[src/rtl/hazard_stall_ctrl_pkg.sv]
// rtl/hazard_stall_ctrl_pkg.sv - shared types and constants for the pipeline hazard/stall controller
package hazard_stall_ctrl_pkg;

    // RUN: normal issue; MEM_WAIT: pipeline frozen on an outstanding data-memory access
    typedef enum logic [0:0] {
        RUN      = 1'b0,
        MEM_WAIT = 1'b1
    } state_e;

    localparam logic [4:0] REG_X0       = 5'd0;
    localparam int         XLEN_DEFAULT = 64;

endpackage

[src/rtl/hazard_stall_ctrl_if.sv]
// rtl/hazard_stall_ctrl_if.sv - hazard inputs and pipeline/PC control outputs of the stall controller
interface hazard_stall_ctrl_if
    import hazard_stall_ctrl_pkg::*;
#(
    parameter int XLEN = XLEN_DEFAULT
);
    logic [4:0]      id_rs1;
    logic [4:0]      id_rs2;
    logic            id_use_rs1;
    logic            id_use_rs2;
    logic            idex_mem_read;
    logic [4:0]      idex_rd;
    logic            ex_branch_taken;
    logic [XLEN-1:0] ex_branch_target;
    logic            mem_req;
    logic            dmem_ready;

    logic            pc_write;
    logic            pc_redirect;
    logic [XLEN-1:0] pc_target;
    logic            ifid_write;
    logic            ifid_flush;
    logic            idex_write;
    logic            idex_bubble;
    logic            exmem_write;

    // Pipeline side: supplies hazard information, consumes control
    modport master (
        output id_rs1, id_rs2, id_use_rs1, id_use_rs2, idex_mem_read, idex_rd,
               ex_branch_taken, ex_branch_target, mem_req, dmem_ready,
        input  pc_write, pc_redirect, pc_target, ifid_write, ifid_flush,
               idex_write, idex_bubble, exmem_write
    );

    // Controller side
    modport slave (
        input  id_rs1, id_rs2, id_use_rs1, id_use_rs2, idex_mem_read, idex_rd,
               ex_branch_taken, ex_branch_target, mem_req, dmem_ready,
        output pc_write, pc_redirect, pc_target, ifid_write, ifid_flush,
               idex_write, idex_bubble, exmem_write
    );
endinterface

[src/rtl/hazard_stall_ctrl_sat_counter.sv]
// rtl/hazard_stall_ctrl_sat_counter.sv - event counter that sticks at all-ones
module sat_counter #(
    parameter int W = 16
) (
    input  logic         clk,
    input  logic         reset,
    input  logic         inc,
    output logic [W-1:0] count
);
    logic [W-1:0] count_q;
    logic [W-1:0] count_d;

    // Increment on request unless already saturated
    always_comb begin
        count_d = count_q;
        if (inc && (count_q != {W{1'b1}})) begin
            count_d = count_q + W'(1);
        end
    end

    // Count register, cleared asynchronously
    always_ff @(posedge clk or posedge reset) begin
        if (reset) begin
            count_q <= '0;
        end else begin
            count_q <= count_d;
        end
    end

    assign count = count_q;
endmodule

[src/rtl/hazard_stall_ctrl.sv]
// rtl/hazard_stall_ctrl.sv - priority hazard resolution (mem freeze > redirect > load-use) for the 5-stage core
module hazard_stall_ctrl
    import hazard_stall_ctrl_pkg::*;
#(
    parameter int XLEN    = XLEN_DEFAULT,
    parameter int CNT_W   = 16,
    parameter int TIMEOUT = 255
) (
    input  logic             clk,
    input  logic             reset,
    hazard_stall_ctrl_if.slave bus,
    output logic [CNT_W-1:0] stall_cycles,
    output logic [CNT_W-1:0] flush_count,
    output logic             mem_timeout
);
    localparam int                WAIT_W   = (TIMEOUT < 2) ? 1 : $clog2(TIMEOUT + 1);
    localparam logic [WAIT_W-1:0] WAIT_MAX = WAIT_W'(TIMEOUT);

    state_e            state_q, state_d;
    logic [WAIT_W-1:0] wait_cnt_q, wait_cnt_d;
    logic              mem_timeout_q, mem_timeout_d;

    logic rs1_hit;
    logic rs2_hit;
    logic freeze;
    logic redirect;
    logic load_use;

    // Classify the current cycle; each class masks the lower-priority ones
    always_comb begin
        rs1_hit  = bus.id_use_rs1 && (bus.id_rs1 == bus.idex_rd);
        rs2_hit  = bus.id_use_rs2 && (bus.id_rs2 == bus.idex_rd);
        freeze   = (state_q == MEM_WAIT) ? !bus.dmem_ready
                                         : (bus.mem_req && !bus.dmem_ready);
        redirect = !freeze && bus.ex_branch_taken;
        // A squashed ID instruction cannot need a stall, and x0 is never a real dependency
        load_use = !freeze && !redirect && bus.idex_mem_read &&
                   (bus.idex_rd != REG_X0) && (rs1_hit || rs2_hit);
    end

    // Drive stage enables/flushes and the PC unit; reset forces a free-running pipeline
    always_comb begin
        bus.pc_write    = 1'b1;
        bus.pc_redirect = 1'b0;
        bus.ifid_write  = 1'b1;
        bus.ifid_flush  = 1'b0;
        bus.idex_write  = 1'b1;
        bus.idex_bubble = 1'b0;
        bus.exmem_write = 1'b1;
        bus.pc_target   = reset ? {XLEN{1'b0}} : bus.ex_branch_target;
        if (!reset) begin
            if (freeze) begin
                bus.pc_write    = 1'b0;
                bus.ifid_write  = 1'b0;
                bus.idex_write  = 1'b0;
                bus.exmem_write = 1'b0;
            end else if (redirect) begin
                bus.pc_redirect = 1'b1;
                bus.ifid_flush  = 1'b1;
                bus.idex_bubble = 1'b1;
            end else if (load_use) begin
                bus.pc_write    = 1'b0;
                bus.ifid_write  = 1'b0;
                bus.idex_bubble = 1'b1;
            end
        end
    end

    // Next state: stay in MEM_WAIT while frozen, count wait cycles, latch timeout
    always_comb begin
        state_d       = RUN;
        wait_cnt_d    = '0;
        mem_timeout_d = mem_timeout_q;
        if (freeze) begin
            state_d    = MEM_WAIT;
            wait_cnt_d = (wait_cnt_q == WAIT_MAX) ? wait_cnt_q : wait_cnt_q + WAIT_W'(1);
            if (wait_cnt_d == WAIT_MAX) begin
                mem_timeout_d = 1'b1;
            end
        end
    end

    // State, wait counter and sticky timeout flag
    always_ff @(posedge clk or posedge reset) begin
        if (reset) begin
            state_q       <= RUN;
            wait_cnt_q    <= '0;
            mem_timeout_q <= 1'b0;
        end else begin
            state_q       <= state_d;
            wait_cnt_q    <= wait_cnt_d;
            mem_timeout_q <= mem_timeout_d;
        end
    end

    assign mem_timeout = mem_timeout_q;

    sat_counter #(.W(CNT_W)) u_stall_cnt (
        .clk   (clk),
        .reset (reset),
        .inc   (freeze || load_use),
        .count (stall_cycles)
    );

    sat_counter #(.W(CNT_W)) u_flush_cnt (
        .clk   (clk),
        .reset (reset),
        .inc   (redirect),
        .count (flush_count)
    );
endmodule

[src/flat_wrapper.sv]
// flat-port wrapper written by rule: the top's interface ports become plain ports
module hazard_stall_ctrl_flat import hazard_stall_ctrl_pkg::*;
#(
    parameter int XLEN    = XLEN_DEFAULT,
    parameter int CNT_W   = 16,
    parameter int TIMEOUT = 255
)
  (clk, reset, stall_cycles, flush_count, mem_timeout, bus_id_rs1, bus_id_rs2, bus_id_use_rs1, bus_id_use_rs2, bus_idex_mem_read, bus_idex_rd, bus_ex_branch_taken, bus_ex_branch_target, bus_mem_req, bus_dmem_ready, bus_pc_write, bus_pc_redirect, bus_pc_target, bus_ifid_write, bus_ifid_flush, bus_idex_write, bus_idex_bubble, bus_exmem_write);
  hazard_stall_ctrl_if #(.XLEN(XLEN)) bus_i ();
  input  logic clk;
  input  logic reset;
  output logic [CNT_W-1:0] stall_cycles;
  output logic [CNT_W-1:0] flush_count;
  output logic mem_timeout;
  input wire logic [$bits(bus_i.id_rs1)-1:0] bus_id_rs1;
  input wire logic [$bits(bus_i.id_rs2)-1:0] bus_id_rs2;
  input wire logic [$bits(bus_i.id_use_rs1)-1:0] bus_id_use_rs1;
  input wire logic [$bits(bus_i.id_use_rs2)-1:0] bus_id_use_rs2;
  input wire logic [$bits(bus_i.idex_mem_read)-1:0] bus_idex_mem_read;
  input wire logic [$bits(bus_i.idex_rd)-1:0] bus_idex_rd;
  input wire logic [$bits(bus_i.ex_branch_taken)-1:0] bus_ex_branch_taken;
  input wire logic [$bits(bus_i.ex_branch_target)-1:0] bus_ex_branch_target;
  input wire logic [$bits(bus_i.mem_req)-1:0] bus_mem_req;
  input wire logic [$bits(bus_i.dmem_ready)-1:0] bus_dmem_ready;
  output wire logic [$bits(bus_i.pc_write)-1:0] bus_pc_write;
  output wire logic [$bits(bus_i.pc_redirect)-1:0] bus_pc_redirect;
  output wire logic [$bits(bus_i.pc_target)-1:0] bus_pc_target;
  output wire logic [$bits(bus_i.ifid_write)-1:0] bus_ifid_write;
  output wire logic [$bits(bus_i.ifid_flush)-1:0] bus_ifid_flush;
  output wire logic [$bits(bus_i.idex_write)-1:0] bus_idex_write;
  output wire logic [$bits(bus_i.idex_bubble)-1:0] bus_idex_bubble;
  output wire logic [$bits(bus_i.exmem_write)-1:0] bus_exmem_write;
  assign bus_i.id_rs1 = bus_id_rs1;
  assign bus_i.id_rs2 = bus_id_rs2;
  assign bus_i.id_use_rs1 = bus_id_use_rs1;
  assign bus_i.id_use_rs2 = bus_id_use_rs2;
  assign bus_i.idex_mem_read = bus_idex_mem_read;
  assign bus_i.idex_rd = bus_idex_rd;
  assign bus_i.ex_branch_taken = bus_ex_branch_taken;
  assign bus_i.ex_branch_target = bus_ex_branch_target;
  assign bus_i.mem_req = bus_mem_req;
  assign bus_i.dmem_ready = bus_dmem_ready;
  assign bus_pc_write = bus_i.pc_write;
  assign bus_pc_redirect = bus_i.pc_redirect;
  assign bus_pc_target = bus_i.pc_target;
  assign bus_ifid_write = bus_i.ifid_write;
  assign bus_ifid_flush = bus_i.ifid_flush;
  assign bus_idex_write = bus_i.idex_write;
  assign bus_idex_bubble = bus_i.idex_bubble;
  assign bus_exmem_write = bus_i.exmem_write;
  hazard_stall_ctrl #(.XLEN(XLEN), .CNT_W(CNT_W), .TIMEOUT(TIMEOUT)) u_core (.clk(clk), .reset(reset), .bus(bus_i), .stall_cycles(stall_cycles), .flush_count(flush_count), .mem_timeout(mem_timeout));
endmodule
[config.mk]
export PLATFORM = sky130hd
export DESIGN_NAME = hazard_stall_ctrl_flat
export DESIGN_NICKNAME = d
export VERILOG_FILES = /design/src/rtl/hazard_stall_ctrl_pkg.sv /design/src/rtl/hazard_stall_ctrl_if.sv /design/src/rtl/hazard_stall_ctrl_sat_counter.sv /design/src/rtl/hazard_stall_ctrl.sv /design/src/flat_wrapper.sv
export SDC_FILE = /design/constraint.sdc
export NUM_CORES = 1
export LEC_CHECK = 0
export CORE_MARGIN = 5
export CORE_UTILIZATION = 38
export DETAILED_ROUTE_END_ITERATION = 10
export GPL_ROUTABILITY_DRIVEN = 0
export PLACE_DENSITY = 0.87
export SETUP_SLACK_MARGIN = 0.15
export SLEW_MARGIN = 10
export SYNTH_ARGS = -nofsm -noshare
export SYNTH_HDL_FRONTEND = slang
export SYNTH_SLANG_ARGS = --single-unit
export TNS_END_PERCENT = 1
[constraint.sdc]
create_clock -name clk -period 4.6 [get_ports clk]
set_input_delay 0.92 -clock clk [delete_from_list [all_inputs] [get_ports clk]]
set_output_delay 0.92 -clock clk [all_outputs]
set_load 0.05 [all_outputs]
==> impl_summary.txt, run 1 <==
----------------------------------------------------
[Status]
  Run status ... finished clean

[Timing]
  Headroom to the max-slew limit ... 52.5%
  Max Fclk ... 0.249 GHz
  Post-route clock period utilization ... 87.3%
  Number of hold violations in the final report ... 0
  Endpoints failing setup ... 0
  Worst-Margin Slew ... 0.707 ns
  Setup repair after global routing missed its margin ... no
  Number of pins exceeding their max-slew limit in the final report ... 0
  Clock period minus worst slack ... 4.01 ns
  Post-Route Skew ... 0.0116 ns
  Setup Total Neg Slack ... 0 ns

[Global routing]
  Via count of the first global-routing pass ... 2824
  Remaining Overflow, GRT ... 0
  Global-route total usage across every layer ... 22.4%
  Pin count of the biggest net entering global routing ... 43
  Initial antenna violation count ... 0
  Wire length of the first global-routing pass ... roughly 15000 um

[Drt]
  Final WL ... 10200 um
  Final antenna-violating net count ... 0
  Via total after detailed routing ... 2818
  Total iterations of the first detailed-routing run ... 4
  Detailed router's first-iteration violation count ... 100
  Vias per inst ... 4.90
  Number of design rule violations left after detail routing ... 0
  Routed wirelength normalized by instance count ... 17.8 um

[Critical path]
  Worst Setup Start Kind ... input pin
  Worst r2r src ... u_core.u_stall_cnt.count[0]
  Type of the worst setup path ... input pin to output pin
  Data arrival time of the critical path ... 3.09 ns
  Worst-path fanout max ... 3
  Setup slack on the worst flop-to-flop path ... around 2.5 ns
  Endpoint kind of the worst setup timing path ... output pin
  Req. time, crit path ... approximately 3.7 ns
  Cell count of the worst reg-to-reg path ... 7
  Launch point of the worst path ... bus_idex_rd[1]

[Final layout]
  Final layout net count ... approximately 570
  Antenna cell count ... 0
  Filler instances ... 571
  Cell Count, Final, Fillers Out ... 575
  Share of final-layout standard cells stronger than drive strength 1 ... under 10%
  Growth of design area from synthesis to finish ... 78.4%

[Floorplan]
  Boundary pin count ... 191
  Die height ... 93.7 um
  X dimension of the die ... 93.7 um
  Effective utilization at floorplan ... between 30% and 40%
  Die Area ... ~0.009 mm^2
  Std-Cell Core Area ... 0.00679 mm^2
  Placement Rows ... 30

[Synthesis]
  Share of synthesized area occupied by flip-flops and latches ... 39.5%
  Fraction of registers with async set/reset ... 100%
  Post-Syn Area per Cell ... 9.21 um^2
  Synthesized net count ... 379
  Top flip-flop cell by instance count after synthesis ... sky130_fd_sc_hd__dfrtp_1
  Synth unique cells ... 44
  Area of the mapped netlist ... about 0.0027 mm^2
  Mapped Cells ... 289
  Register bit total from synthesis ... between 40 and 50
  Number of enable-type register cells in the synthesized netlist ... 0
  Yosys warns ... 0

[CTS]
  Clock-pin slew on the worst setup and hold paths ... approximately 0.080 ns
  Hold bufs inserted after CTS ... 0
  Clock tree from TritonCTS ... yes
  Post-CTS Setup Inserts ... 0
  Clock Tree Root ... sky130_fd_sc_hd__clkbuf_8
  Number of gates resized after cts ... 0
  Total clock buffers created by CTS ... 5
  Number of buffers between clock root and the deepest sink ... 2
  Clock sink count ... 42
  Insertion delay to the later sink of the worst-skew pair ... 0.29 ns
  H-Tree Level Count ... 2

[Place]
  Sum of net half-perimeters after detailed placement ... 8400 um
  Number of instances in the placed design ... between 500 and 600
  Port buffer count ... 190

[Power and ir drop]
  P per Cell Area ... roughly 330 mW/mm^2
  Static Leakage ... 1.86 nW
  Maximum vdd drop ... 0.000447 V

[Min path]
  Worst Hold Depth ... 2
  Worst min-delay path category ... flip-flop to flip-flop
  Hold path startpoint ... u_core.mem_timeout

[Run]
  Max-capacitance violation count ... 0

----------------------------------------------------
logic make-up (layout without fill, tap and decap cells):
group | Yosys count | count (layout) | synth area share [%]
AO/OA/AOI/OAI | 22 | 22 | 5.97
XOR/XNOR | 39 | 39 | 12.8
adder cells (fa/ha/maj) | 3 | 3 | 1.41
buffers and inverters | 20 | 210 | 3.62
flip-flops | 42 | 42 | 39.5
multiplexers | 5 | 5 | 2.26
AND/OR/NAND/NOR | 158 | 158 | 34.4
metrics by stage:
| step | setup slack, ns | hold slack [ns] | power, W | instance area (um^2) | utilization [%] |
|---|---|---|---|---|---|
| 4_1_cts | 0.578 | 0.481 | 0.00160 | 4750 | 69.9 |
| 2_1_floorplan | 0.417 | 0.456 | 0.000996 | 2660 | - |
| 6_report | 0.586 | 0.475 | 0.00159 | 4750 | 69.9 |
| 5_1_grt | 0.495 | 0.498 | 0.00166 | 4750 | 69.9 |
| 3_3_place_gp | 0.614 | 0.449 | 0.00130 | 4640 | 68.3 |
| 3_5_place_dp | 0.586 | 0.461 | 0.00131 | 4640 | 68.3 |
cell usage after synthesis (2+ instances only):
cell type                  count  area [um^2]
sky130_fd_sc_hd__nor2_1       13         48.8
sky130_fd_sc_hd__nor3_1        9         45.0
sky130_fd_sc_hd__mux2_1        2         22.5
sky130_fd_sc_hd__clkbuf_1      7         26.3
sky130_fd_sc_hd__nor4_1        3         18.8
sky130_fd_sc_hd__nand2_1      21         78.8
sky130_fd_sc_hd__o21ai_0       3         15.0
sky130_fd_sc_hd__ha_1          3         37.5
sky130_fd_sc_hd__and4_1        2         17.5
sky130_fd_sc_hd__nor3_2        2         20.0
sky130_fd_sc_hd__or2_2         2         12.5
sky130_fd_sc_hd__a31oi_1       4         25.0
sky130_fd_sc_hd__nor4b_1       2         17.5
sky130_fd_sc_hd__a21oi_1       5         25.0
sky130_fd_sc_hd__mux2_2        2         22.5
sky130_fd_sc_hd__nor3b_2       2         25.0
sky130_fd_sc_hd__xor2_1       16          140
sky130_fd_sc_hd__nor2b_1      66          413
sky130_fd_sc_hd__a211oi_1      2         15.0
sky130_fd_sc_hd__and3_1        3         18.8
sky130_fd_sc_hd__xnor2_1      23          201
sky130_fd_sc_hd__nand4_1       8         50.1
sky130_fd_sc_hd__nand3_1      18         90.1
sky130_fd_sc_hd__dfrtp_1      42         1050
sky130_fd_sc_hd__buf_4         3         22.5
sky130_fd_sc_hd__buf_2         2         10.0
sky130_fd_sc_hd__inv_1         7         26.3
state kept, by name, indices dropped and copies added (netlist names):
register	count
u_core.u_flush_cnt.count	16
u_core.state_q	1
u_core.u_stall_cnt.count	16
u_core.mem_timeout	1
u_core.wait_cnt_q	8
path summary, 6_finish.rpt:
kind / endpoint
setup / recovery: bus_idex_bubble
hold / removal: u_core.mem_timeout
setup reg to reg: u_core.u_stall_cnt.count[15]
hold reg to reg: u_core.mem_timeout
max in group asynchronous: u_core.u_flush_cnt.count[9]
min in group asynchronous: u_core.wait_cnt_q[6]
cell usage in the layout (no fill, tap or decap), types with 2 or more instances in the layout:
cell                                n
sky130_fd_sc_hd__a211oi_1           2
sky130_fd_sc_hd__a21oi_1            5
sky130_fd_sc_hd__a31oi_1            4
sky130_fd_sc_hd__and3_1             3
sky130_fd_sc_hd__and4_1             2
sky130_fd_sc_hd__buf_4              7
sky130_fd_sc_hd__clkbuf_1           2
sky130_fd_sc_hd__clkbuf_8           5
sky130_fd_sc_hd__clkdlybuf4s50_1  187
sky130_fd_sc_hd__dfrtp_1           42
sky130_fd_sc_hd__ha_1               3
sky130_fd_sc_hd__inv_1              7
sky130_fd_sc_hd__mux2_1             2
sky130_fd_sc_hd__mux2_2             2
sky130_fd_sc_hd__nand2_1           21
sky130_fd_sc_hd__nand3_1           18
sky130_fd_sc_hd__nand4_1            8
sky130_fd_sc_hd__nor2_1            13
sky130_fd_sc_hd__nor2b_1           66
sky130_fd_sc_hd__nor3_1             9
sky130_fd_sc_hd__nor3_2             2
sky130_fd_sc_hd__nor3b_2            2
sky130_fd_sc_hd__nor4_1             3
sky130_fd_sc_hd__nor4b_1            2
sky130_fd_sc_hd__o21ai_0            3
sky130_fd_sc_hd__or2_2              2
sky130_fd_sc_hd__xnor2_1           23
sky130_fd_sc_hd__xor2_1            16
critical path: stages:
cell                              delay, ns
sky130_fd_sc_hd__clkdlybuf4s50_1       0.48
sky130_fd_sc_hd__or4_1                 0.56
sky130_fd_sc_hd__nor2_1                0.13
sky130_fd_sc_hd__nor3b_2               0.08
sky130_fd_sc_hd__a21oi_1               0.15
sky130_fd_sc_hd__nor3_1                0.06
sky130_fd_sc_hd__clkdlybuf4s50_1       0.70
final cells by class:
| class | count | area [um^2] | area share, % |
|---|---|---|---|
| multi-input combinational | 227 | 1510 | 31.9 |
| clock inverter | 1 | 30.0 | 0.633 |
| timing repair buffer | 195 | 1930 | 40.6 |
| sequential | 42 | 1050 | 22.1 |
| inverter | 7 | 26.3 | 0.554 |
| clock buffer | 7 | 76.3 | 1.61 |
| tap | 96 | 120 | 2.53 |
metal layers:
metal  GRT usage [%]  vias up  routed length (um)
li1                -     1348                   -
met1            24.5     1333                3850
met2            40.6      125                5210
met3            8.65       12                1050
met4            5.42        0                 132
met5               0        -                   0
report_power, final:
part | switching (W) | internal, W | total [W]
Clock | 0.000122 | 0.000162 | 0.000285
Combinational | 0.000486 | 0.000306 | 0.000792
Sequential | 0.0000787 | 0.000432 | 0.000511
Total | 0.000687 | 0.000901 | 0.00159
Note: power is estimated with default switching activity, not from simulation.
==> run 2, diff against run 1 <==
--- a/config.mk
+++ b/config.mk
@@ -6,13 +6,15 @@
 export NUM_CORES = 1
 export LEC_CHECK = 0
 export CORE_MARGIN = 5
-export CORE_UTILIZATION = 38
+export CORE_UTILIZATION = 39
 export DETAILED_ROUTE_END_ITERATION = 10
 export GPL_ROUTABILITY_DRIVEN = 0
-export PLACE_DENSITY = 0.87
+export MAX_ROUTING_LAYER = met4
+export PLACE_DENSITY = 0.88
 export SETUP_SLACK_MARGIN = 0.15
 export SLEW_MARGIN = 10
 export SYNTH_ARGS = -nofsm -noshare
 export SYNTH_HDL_FRONTEND = slang
+export SYNTH_HIERARCHICAL = 1
 export SYNTH_SLANG_ARGS = --single-unit
 export TNS_END_PERCENT = 1
==> impl_summary.txt, run 2 <==
----------------------------------------------------
[Drt]
  Routed wirelength normalized by instance count ... 16.3 um (-8.4%)
  Length of routed wiring on met1 ... 3170 um (-18%)
  Detailed router's first-iteration violation count ... 158 (+58%)
  Routed length on met2 ... 5250 um (+0.88%)
  DR WL met3 ... 690 um (-34%)
  Vias per inst ... 4.99 (+1.8%)
  Total iterations of the first detailed-routing run ... 4 (unchanged)
  Number of design rule violations left after detail routing ... 0 (unchanged)
  Final WL ... 9430 um (-7.9%)
  Highest layer used for signal routing ... met4
  Via total after detailed routing ... 2883 (+2.3%)
  Final antenna-violating net count ... 0 (unchanged)

[Floorplan]
  X dimension of the die ... 94.2 um (+0.57%)
  Placement Rows ... 30 (unchanged)
  Boundary pin count ... 191 (unchanged)
  Std-Cell Core Area ... 0.00683 mm^2 (+0.55%)
  Effective utilization at floorplan ... 40.5% (+1.3 points)
  Die height ... 94.2 um (+0.57%)
  Die Area ... 0.00888 mm^2 (+1.1%)

[Critical path]
  Worst Setup Start Kind ... input pin
  Worst-path fanout max ... 3 (unchanged)
  Endpoint kind of the worst setup timing path ... output pin
  Req. time, crit path ... 3.68 ns (about the same)
  Data arrival time of the critical path ... 3.27 ns (+0.18 ns)
  Type of the worst setup path ... input pin to output pin

[CTS]
  Total clock buffers created by CTS ... 5 (unchanged)
  Clock sink count ... 42 (unchanged)
  Clock Tree Root ... sky130_fd_sc_hd__clkbuf_8
  H-Tree Level Count ... 2 (unchanged)
  Post-CTS Setup Inserts ... 0 (unchanged)
  Clock-pin slew on the worst setup and hold paths ... 0.08 ns (about the same)
  Number of gates resized after cts ... 0 (unchanged)
  Number of buffers between clock root and the deepest sink ... 2 (unchanged)
  Hold bufs inserted after CTS ... 0 (unchanged)
  Insertion delay to the later sink of the worst-skew pair ... 0.29 ns (about the same)
  Clock tree from TritonCTS ... yes

[Place]
  Sum of net half-perimeters after detailed placement ... 7990 um (-4.9%)
  Port buffer count ... 190 (unchanged)
  Number of instances in the placed design ... 570 (+0.53%)
  Setup Slack @ Placement ... 0.395 ns (-0.190 ns)

[Synthesis]
  Post-Syn Area per Cell ... 9.44 um^2 (+2.5%)
  Share of synthesized area occupied by flip-flops and latches ... 38.0% (-1.5 points)
  Synthesized net count ... 383 (+1.1%)
  Synth unique cells ... 46 (+4.5%)
  Fraction of registers with async set/reset ... 100% (unchanged)
  Yosys warns ... 6 (+6)
  Register bit total from synthesis ... 42 (unchanged)
  Area of the mapped netlist ... 0.00277 mm^2 (+3.9%)
  Portion of synthesized cell area occupied by the leading cell type ... 38.0% (-1.5 points)
  Number of enable-type register cells in the synthesized netlist ... 0 (unchanged)
  Mapped Cells ... 293 (+1.4%)
  Top flip-flop cell by instance count after synthesis ... sky130_fd_sc_hd__dfrtp_1
  Main area contributors after synthesis ... sky130_fd_sc_hd__dfrtp_1 (38%), sky130_fd_sc_hd__nor2b_1 (14%), sky130_fd_sc_hd__xnor2_1 (8.2%)
  Top cells by instance count after synthesis ... sky130_fd_sc_hd__nor2b_1 (64), sky130_fd_sc_hd__dfrtp_1 (42), sky130_fd_sc_hd__xnor2_1 (26), sky130_fd_sc_hd__nand2_1 (17), sky130_fd_sc_hd__nand3_1 (16)
  Library cell occupying the most area in the post-synthesis netlist ... sky130_fd_sc_hd__dfrtp_1
  Leading cell type by number of instances after synthesis ... sky130_fd_sc_hd__nor2b_1

[Timing]
  Hold slack ... 0.478 ns (+0.00249 ns)
  Post-route clock period utilization ... 91.1% (+3.9 points)
  Worst-Margin Slew ... 0.599 ns (-0.107 ns)
  Clock period minus worst slack ... 4.19 ns (+0.178 ns)
  Setup Total Neg Slack ... 0 ns (unchanged)
  Headroom to the max-slew limit ... 60.0% (+7.5 points)
  Number of pins exceeding their max-slew limit in the final report ... 0 (unchanged)
  Final setup margin ... 0.408 ns (-0.178 ns)
  Max Fclk ... 0.239 GHz (-4.2%)
  Number of hold violations in the final report ... 0 (unchanged)
  Setup repair after global routing missed its margin ... no
  Endpoints failing setup ... 0 (unchanged)
  Post-Route Skew ... 0.00494 ns (-0.00661 ns)

[Final layout]
  Final layout net count ... 571 (+0.53%)
  Growth of design area from synthesis to finish ... 75.4%
  Most common cell after layout, fill and taps aside ... sky130_fd_sc_hd__clkdlybuf4s50_1
  Antenna cell count ... 0 (unchanged)
  Util after Layout ... 71.0% (+1.2 points)
  Most used cells in the layout excluding fill and tap cells ... sky130_fd_sc_hd__clkdlybuf4s50_1 (189), sky130_fd_sc_hd__nor2b_1 (64), sky130_fd_sc_hd__dfrtp_1 (42)
  Cell Count, Final, Fillers Out ... 578 (+0.52%)
  Filler instances ... 521 (-8.8%)
  Share of final-layout standard cells stronger than drive strength 1 ... 7.05% (+1.2 points)

[Global routing]
  Via count of the first global-routing pass ... 2931 (+3.8%)
  Pin count of the biggest net entering global routing ... 39 (-9.3%)
  Initial antenna violation count ... 0 (unchanged)
  Global-route total usage across every layer ... 21.3% (-1.1 points)
  Wire length of the first global-routing pass ... 14300 um (-6.6%)
  Remaining Overflow, GRT ... 0 (unchanged)

[Min path]
  Worst min-delay path category ... flip-flop to flip-flop

[Power and ir drop]
  Maximum vdd drop ... 0.000133 V (-70%)
  Static Leakage ... 1.96 nW (+5.0%)
  P per Cell Area ... 319 mW/mm^2 (-4.5%)

[Run]
  Max-capacitance violation count ... 0 (unchanged)

[Status]
  Run status ... finished clean

----------------------------------------------------
## run 2: cells by family (layout without fill, tap and decap cells)
group / count (synthesis) / after routing / share of synthesized area, %
compound gates: 23 / 23 / 5.70
xor+xnor: 34 / 34 / 10.8
fa+ha+maj: 3 / 3 / 1.36
buf+inv: 19 / 208 / 3.21
flops: 42 / 42 / 38.0
mux: 7 / 7 / 2.76
simple gates: 165 / 165 / 38.2
## run 2: stage by stage
stage | total power (W) | instance area [um^2]
after CTS | 0.00156 | 4850
after global placement | 0.00126 | 4740
after global routing | 0.00162 | 4850
after floorplan | 0.000970 | 2770
final | 0.00155 | 4850
after detailed placement | 0.00128 | 4740
## run 2: per-layer routing
metal	GRT usage, %	vias to the layer above
li1	-	1383
met1	20.9	1343
met2	39.5	134
met3	5.53	23
met4	8.90	0
met5	-	-
## run 2: report_power, final
group	internal (W)	total, W	leakage (nW)	switching, W
logic	0.000290	0.000748	1.34	0.000458
registers	0.000426	0.000517	0.561	0.0000918
clock network	0.000160	0.000284	0.0579	0.000124
total	0.000876	0.00155	1.96	0.000673
## run 2: layout make-up
class	count	area (um^2)	share of cell area (%)
Timing Repair Buffer	193	1920	39.6
Sequential cell	42	1050	21.7
Inverter	7	26.3	0.542
Tap cell	96	120	2.48
Clock inverter	3	40.0	0.825
Multi-Input combinational cell	232	1630	33.5
Clock buffer	5	68.8	1.42
## run 2: final timing paths
path / depth (start not counted) / from / slack [ns] / to
min: 1 / u_core/mem_timeout / 0.48 / u_core/mem_timeout
max in group asynchronous: 2 / reset / 3.23 / u_core/u_flush_cnt/count[7]
max: 6 / bus_idex_rd[4] / 0.41 / bus_pc_write
max reg2reg: 8 / u_core/state_q / 2.56 / u_core/u_flush_cnt/count[14]
min in group asynchronous: 3 / reset / 0.87 / u_core/wait_cnt_q[0]
min reg2reg: 1 / u_core/mem_timeout / 0.48 / u_core/mem_timeout
## run 2: critical path: stages
cell and delay (ns):
sky130_fd_sc_hd__clkdlybuf4s50_1 0.54, sky130_fd_sc_hd__xor2_1 0.28, sky130_fd_sc_hd__nor4_2 0.08, sky130_fd_sc_hd__a32oi_1 0.41
sky130_fd_sc_hd__o41a_1 0.23, sky130_fd_sc_hd__clkdlybuf4s50_1 0.81
